$ cat config.mk
export PLATFORM = sky130hd
export DESIGN_NAME = pipelined_cla_adder
export DESIGN_NICKNAME = d
export VERILOG_FILES = /design/src/rtl/pipelined_cla_adder.sv
export SDC_FILE = /design/constraint.sdc
export NUM_CORES = 1
export LEC_CHECK = 0
export BUFFER_PORTS_ARGS = -buffer_cell sky130_fd_sc_hd__buf_2
export CAP_MARGIN = 40
export CORE_MARGIN = 2
export CORE_UTILIZATION = 40
export DETAILED_ROUTE_END_ITERATION = 12
export GPL_TIMING_DRIVEN = 0
export HOLD_SLACK_MARGIN = 0.03
export PLACE_DENSITY_LB_ADDON = 0.15
export RECOVER_POWER = 25
export SETUP_SLACK_MARGIN = 0.4
export SYNTH_ARGS = -nofsm -noshare
export SYNTH_HDL_FRONTEND = slang
export SYNTH_SLANG_ARGS = --single-unit
$ cat constraint.sdc
create_clock -name clk -period 3.5 [get_ports clk]
set_input_delay 0 -clock clk [delete_from_list [all_inputs] [get_ports clk]]
set_output_delay 0 -clock clk [all_outputs]
set_load 0.01 [all_outputs]
$ cat src/rtl/pipelined_cla_adder.sv
// pipelined_cla_adder
//   Carry-pipelined adder/subtractor. The WIDTH-bit operation is split into
//   STAGES chunks of CHUNK = WIDTH/STAGES bits; chunk k is added in stage k
//   by CHUNK/4 four-bit carry-lookahead groups. The carry out of each chunk
//   is registered and consumed by the next stage. Upper operand chunks
//   travel with the operation (skew) and finished lower result chunks are
//   carried forward (deskew), so the whole result leaves together after
//   STAGES cycles. WIDTH must be a multiple of 4*STAGES.
//
// Ports
//   clk        rising-edge clock
//   reset_n    asynchronous active-low reset
//   in_valid   operands valid            in_ready  operation accepted this cycle
//   a, b       operands                  cin       carry in (ignored when sub=1)
//   sub        0: a+b+cin, 1: a-b
//   out_valid  result valid              out_ready downstream accepts result
//   sum        result (mod 2^WIDTH)      cout      carry out of MSB (sub: 1 = no borrow)
//   ovf        signed overflow           zero      sum == 0
module pipelined_cla_adder #(
    parameter int WIDTH  = 32,
    parameter int STAGES = 4
) (
    input  logic             clk,
    input  logic             reset_n,
    input  logic             in_valid,
    output logic             in_ready,
    input  logic [WIDTH-1:0] a,
    input  logic [WIDTH-1:0] b,
    input  logic             cin,
    input  logic             sub,
    output logic             out_valid,
    input  logic             out_ready,
    output logic [WIDTH-1:0] sum,
    output logic             cout,
    output logic             ovf,
    output logic             zero
);

    localparam int CHUNK  = WIDTH / STAGES;
    localparam int GROUPS = CHUNK / 4;

    // Returns {carry_out, sum} of one chunk. Carries inside each 4-bit group
    // are fully expanded lookahead terms; group carries chain through the
    // group generate/propagate pair.
    function automatic logic [CHUNK:0] cla_chunk(
        input logic [CHUNK-1:0] x,
        input logic [CHUNK-1:0] y,
        input logic             ci
    );
        logic [CHUNK-1:0] g;
        logic [CHUNK-1:0] p;
        logic [CHUNK-1:0] c;
        logic [GROUPS:0]  gc;
        logic [3:0]       gg;
        logic [3:0]       gp;
        logic             grp_g;
        logic             grp_p;
        g     = x & y;
        p     = x ^ y;
        c     = '0;
        gc    = '0;
        gc[0] = ci;
        for (int unsigned j = 0; j < GROUPS; j++) begin
            gg = g[4*j +: 4];
            gp = p[4*j +: 4];
            c[4*j]   = gc[j];
            c[4*j+1] = gg[0] | (gp[0] & gc[j]);
            c[4*j+2] = gg[1] | (gp[1] & gg[0]) | (gp[1] & gp[0] & gc[j]);
            c[4*j+3] = gg[2] | (gp[2] & gg[1]) | (gp[2] & gp[1] & gg[0])
                     | (gp[2] & gp[1] & gp[0] & gc[j]);
            grp_g = gg[3] | (gp[3] & gg[2]) | (gp[3] & gp[2] & gg[1])
                  | (gp[3] & gp[2] & gp[1] & gg[0]);
            grp_p = &gp;
            gc[j+1] = grp_g | (grp_p & gc[j]);
        end
        return {gc[GROUPS], p ^ c};
    endfunction

    // Single global advance: the whole pipe moves or the whole pipe holds.
    logic             w_adv;
    logic [WIDTH-1:0] w_b_eff;
    logic             w_c0;

    assign w_adv    = !out_valid || out_ready;
    assign in_ready = w_adv;
    assign w_b_eff  = sub ? ~b : b;
    assign w_c0     = sub ? 1'b1 : cin;

    // Intermediate ranks 0..STAGES-2. Rank k registers the finished low
    // (k+1)*CHUNK result bits, the chunk carry and the untouched upper
    // operand bits (realigned to bit 0).
    for (genvar k = 0; k < STAGES - 1; k++) begin : g_pipe
        localparam int LOW = (k + 1) * CHUNK;
        localparam int UPW = WIDTH - LOW;

        logic [CHUNK-1:0] w_x;
        logic [CHUNK-1:0] w_y;
        logic             w_ci;
        logic             w_vin;
        logic [UPW-1:0]   w_a_up;
        logic [UPW-1:0]   w_b_up;
        logic [LOW-1:0]   w_res;
        logic [CHUNK:0]   w_add;

        logic             r_vld;
        logic             r_cy;
        logic [UPW-1:0]   r_a;
        logic [UPW-1:0]   r_b;
        logic [LOW-1:0]   r_res;

        if (k == 0) begin : g_src
            assign w_x    = a[CHUNK-1:0];
            assign w_y    = w_b_eff[CHUNK-1:0];
            assign w_ci   = w_c0;
            assign w_vin  = in_valid;
            assign w_a_up = a[WIDTH-1:CHUNK];
            assign w_b_up = w_b_eff[WIDTH-1:CHUNK];
            assign w_res  = w_add[CHUNK-1:0];
        end else begin : g_src
            assign w_x    = g_pipe[k-1].r_a[CHUNK-1:0];
            assign w_y    = g_pipe[k-1].r_b[CHUNK-1:0];
            assign w_ci   = g_pipe[k-1].r_cy;
            assign w_vin  = g_pipe[k-1].r_vld;
            assign w_a_up = g_pipe[k-1].r_a[UPW+CHUNK-1:CHUNK];
            assign w_b_up = g_pipe[k-1].r_b[UPW+CHUNK-1:CHUNK];
            assign w_res  = {w_add[CHUNK-1:0], g_pipe[k-1].r_res};
        end

        assign w_add = cla_chunk(w_x, w_y, w_ci);

        always_ff @(posedge clk or negedge reset_n) begin
            if (!reset_n) begin
                r_vld <= 1'b0;
                r_cy  <= 1'b0;
                r_a   <= '0;
                r_b   <= '0;
                r_res <= '0;
            end else if (w_adv) begin
                r_vld <= w_vin;
                r_cy  <= w_add[CHUNK];
                r_a   <= w_a_up;
                r_b   <= w_b_up;
                r_res <= w_res;
            end
        end
    end

    // Last stage: top chunk plus flags, registered straight into the outputs.
    logic [CHUNK-1:0] w_lx;
    logic [CHUNK-1:0] w_ly;
    logic             w_lci;
    logic             w_lvin;
    logic [CHUNK:0]   w_ladd;
    logic [WIDTH-1:0] w_fsum;
    logic             w_msb_cin;

    if (STAGES == 1) begin : g_last
        assign w_lx   = a;
        assign w_ly   = w_b_eff;
        assign w_lci  = w_c0;
        assign w_lvin = in_valid;
        assign w_fsum = w_ladd[CHUNK-1:0];
    end else begin : g_last
        assign w_lx   = g_pipe[STAGES-2].r_a;
        assign w_ly   = g_pipe[STAGES-2].r_b;
        assign w_lci  = g_pipe[STAGES-2].r_cy;
        assign w_lvin = g_pipe[STAGES-2].r_vld;
        assign w_fsum = {w_ladd[CHUNK-1:0], g_pipe[STAGES-2].r_res};
    end

    assign w_ladd    = cla_chunk(w_lx, w_ly, w_lci);
    // Carry into the MSB recovered from the MSB sum bit: s = x ^ y ^ c.
    assign w_msb_cin = w_ladd[CHUNK-1] ^ w_lx[CHUNK-1] ^ w_ly[CHUNK-1];

    always_ff @(posedge clk or negedge reset_n) begin
        if (!reset_n) begin
            out_valid <= 1'b0;
            sum       <= '0;
            cout      <= 1'b0;
            ovf       <= 1'b0;
            zero      <= 1'b0;
        end else if (w_adv) begin
            out_valid <= w_lvin;
            // Bubbles leave the last result and flags untouched.
            if (w_lvin) begin
                sum  <= w_fsum;
                cout <= w_ladd[CHUNK];
                ovf  <= w_msb_cin ^ w_ladd[CHUNK];
                zero <= ~|w_fsum;
            end
        end
    end

endmodule

==> run_results.csv <==
group,metric,value,unit
floorplanning,ios,107,
logic_synthesis,synthMuxAreaShare,3.63,%
pwr,power_density,864,nW/um2
worst_setup_path,crit_chain,"ha_1, a21oi_2, o211ai_1, or2_2, fa_1, nor4_4, nand4_1, nor2_1, nand4_1, o31ai_1",
grt,first_global_vias,6243,
logic_synthesis,yosys_warnings,0,
logic_synthesis,synth.cell_area,8380,um2
clock_tree,numCtsBuffers,17,
hold_path,hold_class,"input port to register",
sta,worst_pin_slew,1.91,ns
logic_synthesis,syn_inst,864,
clock_tree,root_buffer,"clkbuf_16",
sta,fin_ws,0.671,ns
logic_synthesis,synthAdderAreaFrac,6.69,%
logic_synthesis,synth_top_area_share,55.6,%
clock_tree,post-cts-setup-buffer-count,0,
sta,slew-limit-headroom,-27.2,%
drt,postRouteAntennaNets,0,
placement,dp_slack,0.440,ns
logic_synthesis,synth-compound-area-share,6.80,%
grt,grt-ovfl-total,0,
grt,antenna_found_initial,0,
drt,viasPerCell,4.70,
logic_synthesis,synth_common_cells,"nand2_1 (339), dfrtp_1 (186), o21ai_0 (50)",
worst_setup_path,r2r_end,"zero",
placement,place_area,9280,um2
final_layout,final_cell_area,10300,um2
placement,port_buffers,105,
sta,rsz0062_at_grt,"false",
final_layout,area_delta_synth_final,23.4,%
final_layout,drive_gt1_share,13.8,%
worst_setup_path,start_kind,"register",
logic_synthesis,netlist-cell-type-count,40,
worst_setup_path,arrival,3.17,ns
worst_setup_path,crit_required,3.84,ns
sta,hold_violations,0,
floorplanning,start_util,41.1,%
floorplanning,core,20400,um2
logic_synthesis,synth_edf_count,0,
status,violations,"max-capacitance violations, max-slew violations",
sta,fin_skew,0.0144,ns
drt,drt_iter0_drc,302,
placement,gp_congestion,0.809,
placement,placed_cells,1240,
logic_synthesis,synth_top_area_cell,"dfrtp_1",
sta,min_period,2.83,ns
logic_synthesis,synthXorXnorAreaFrac,5.44,%
worst_setup_path,crit_path_frequent_cell,"nand4_1",
placement,dp_hpwl,14100,um
worst_setup_path,max_stage_delay,0.56,ns
pwr,p_leak,5.03,nW
floorplanning,die_h,149,um
logic_synthesis,synth_top_family_by_area,"simple AND/OR/NAND/NOR gates",
logic_synthesis,avgSynthCellArea,9.70,um2
worst_setup_path,cp_slowest_cell,"fa_1",
logic_synthesis,ys_seq_elements,186,
logic_synthesis,dominantRegCellSynth,"dfrtp_1",
run,maxCapViolCount,1,
clock_tree,cts_tree,"yes",
clock_tree,clkTransAtPathRegs,0.07,ns
grt,grtUsageTotal,19.1,%
logic_synthesis,synthesis.nets,974,
logic_synthesis,synthTopCellsByArea,"dfrtp_1 (56%), nand2_1 (15%), ha_1 (4.8%)",
final_layout,fin_nets,1155,
clock_tree,cts_htree_levels,4,
worst_setup_path,cp_max_fo,4,
final_layout,diodes,0,
logic_synthesis,synth-seq-area-share,55.6,%
grt,grt_max_degree,112,
worst_setup_path,endpoint,"zero",
floorplanning,fp-row-count,52,
drt,wl,19800,um
status,status,"complete, but fails checks",
logic_synthesis,synth_most_common_cell,"nand2_1",
sta,max_freq,353,MHz
pwr,peakVddDrop,0.000396,V
floorplanning,die_w,149,um
worst_setup_path,cp-end-kind,"register",
sta,min_period_over_period,80.8,%
worst_setup_path,critPathKind,"register to register",
worst_setup_path,rr_worst_depth,10,
clock_tree,clockBufferDepth,2,
grt,grt_pass1_wl,32400,um
drt,dr.pass1.iters,4,
sta,holdWs,0.0641,ns
clock_tree,clock_latency,0.43,ns
worst_setup_path,r2r-start,"g_pipe[2].r_a[0]",
logic_synthesis,synthSimpleGateAreaFrac,19.0,%
sta,setup_viol,0,
floorplanning,dieArea,22100,um2
final_layout,fin_cells,1327,
drt,remaining_drc_errors,0,
drt,via_count,6243,
clock_tree,cts_num_sinks,186,
worst_setup_path,r2r_slack,0.67,ns
hold_path,min_from,"a[0]",
sta,slew_viol_final,76,
logic_synthesis,async_flop_share,100,%
worst_setup_path,cp-startpoint,"g_pipe[2].r_a[0]",
drt,wl_per_cell,14.9,um
## registers in the layout, indices dropped and copies added, names as in the netlist
| signal | flops |
|---|---|
| ovf | 1 |
| cout | 1 |
| g_pipe.r_vld | 3 |
| g_pipe.r_b | 48 |
| out_valid | 1 |
| zero | 1 |
| g_pipe.r_res | 48 |
| sum | 32 |
| g_pipe.r_cy | 3 |
| g_pipe.r_a | 48 |
## routing by layer
layer  vias up  share of wire, %  GRT usage [%]  routed length, um
li1       3153                 -              -                  -
met1      2981                49           26.9               9670
met2       101                47           31.0               9350
met3         8               3.6           3.87                706
met4         0              0.52           3.86                104
met5         -                 0              0                  0
## cell families after synthesis
family,after synthesis
buf+inv,61
fa+ha+maj,40
compound gates,98
flops,186
xor+xnor,52
mux,27
simple gates,400
## worst max-delay path, delay by kind of cell, from the launching register on
kind            cells  cell delay [ns]
simple gates        5             0.91
fa+ha+maj           2             0.87
compound gates      3             0.57
flops               1             0.39
## report_power, final
part	internal, mW	switching [mW]	leakage, nW
clock network	0.924	0.833	0.238
registers	3.11	0.612	2.23
logic	1.49	1.96	2.56
total	5.53	3.40	5.03
## area by class of cell
cell class / count / area, um2
multi-input cells: 617 / 3500
clock inverters: 10 / 72.6
inverters: 20 / 75.1
fillers: 1950 / 10000
clock buffers: 21 / 450
flip-flops and latches: 186 / 4650
well taps: 270 / 338
plain buffers: 41 / 163
repair buffers: 162 / 1080
## how the worst min path moves through the flow
stage	endpoint	slack, ns	depth (start not counted)
2_1_floorplan	cout	-0.30	0
3_3_place_gp	g_pipe[0].r_a[11]	0.20	3
6_report	g_pipe[0].r_res[0]	0.06	4
4_1_cts	g_pipe[0].r_res[3]	0.05	4
3_5_place_dp	sum[4]	0.01	1
5_1_grt	g_pipe[0].r_res[3]	0.06	4
## per-stage QoR
stage	power (mW)	setup TNS, ns	utilization (%)
final	8.93	0	50.8
after global routing	9.68	0	50.8
after detailed placement	7.19	0	45.6
after CTS	9.02	0	50.9
after floorplan	6.01	0	-
after global placement	7.12	-131.23	45.4
## cells in the final DEF, fill, tap and decap left out, types with 3 or more instances in the layout
cell type and instances:
nor3_1 3, nand2_1 339, a21o_1 8, xor2_1 21, dlygate4sd3_1 56, buf_1 7
mux2_2 27, fa_1 8, clkbuf_1 62, nor4_1 8, nand4_1 3, dfrtp_1 186
nor2b_1 3, o21a_1 3, a21oi_1 20, o21ai_0 50, inv_1 20, or2_2 3
o31ai_1 4, ha_1 32, buf_2 78, nor2_1 28, clkbuf_16 17, xnor2_1 31
clkinvlp_4 6, nand2b_1 5
## repair_timing
item | 4_1_cts | 5_1_grt
endpoints found under the hold margin | 126 | 0
gates resized for setup | 0 | 3
hold buffers | 56 | 0
setup endpoints to repair | 0 | 1
No activity file was read; power rests on OpenSTA's default activity.
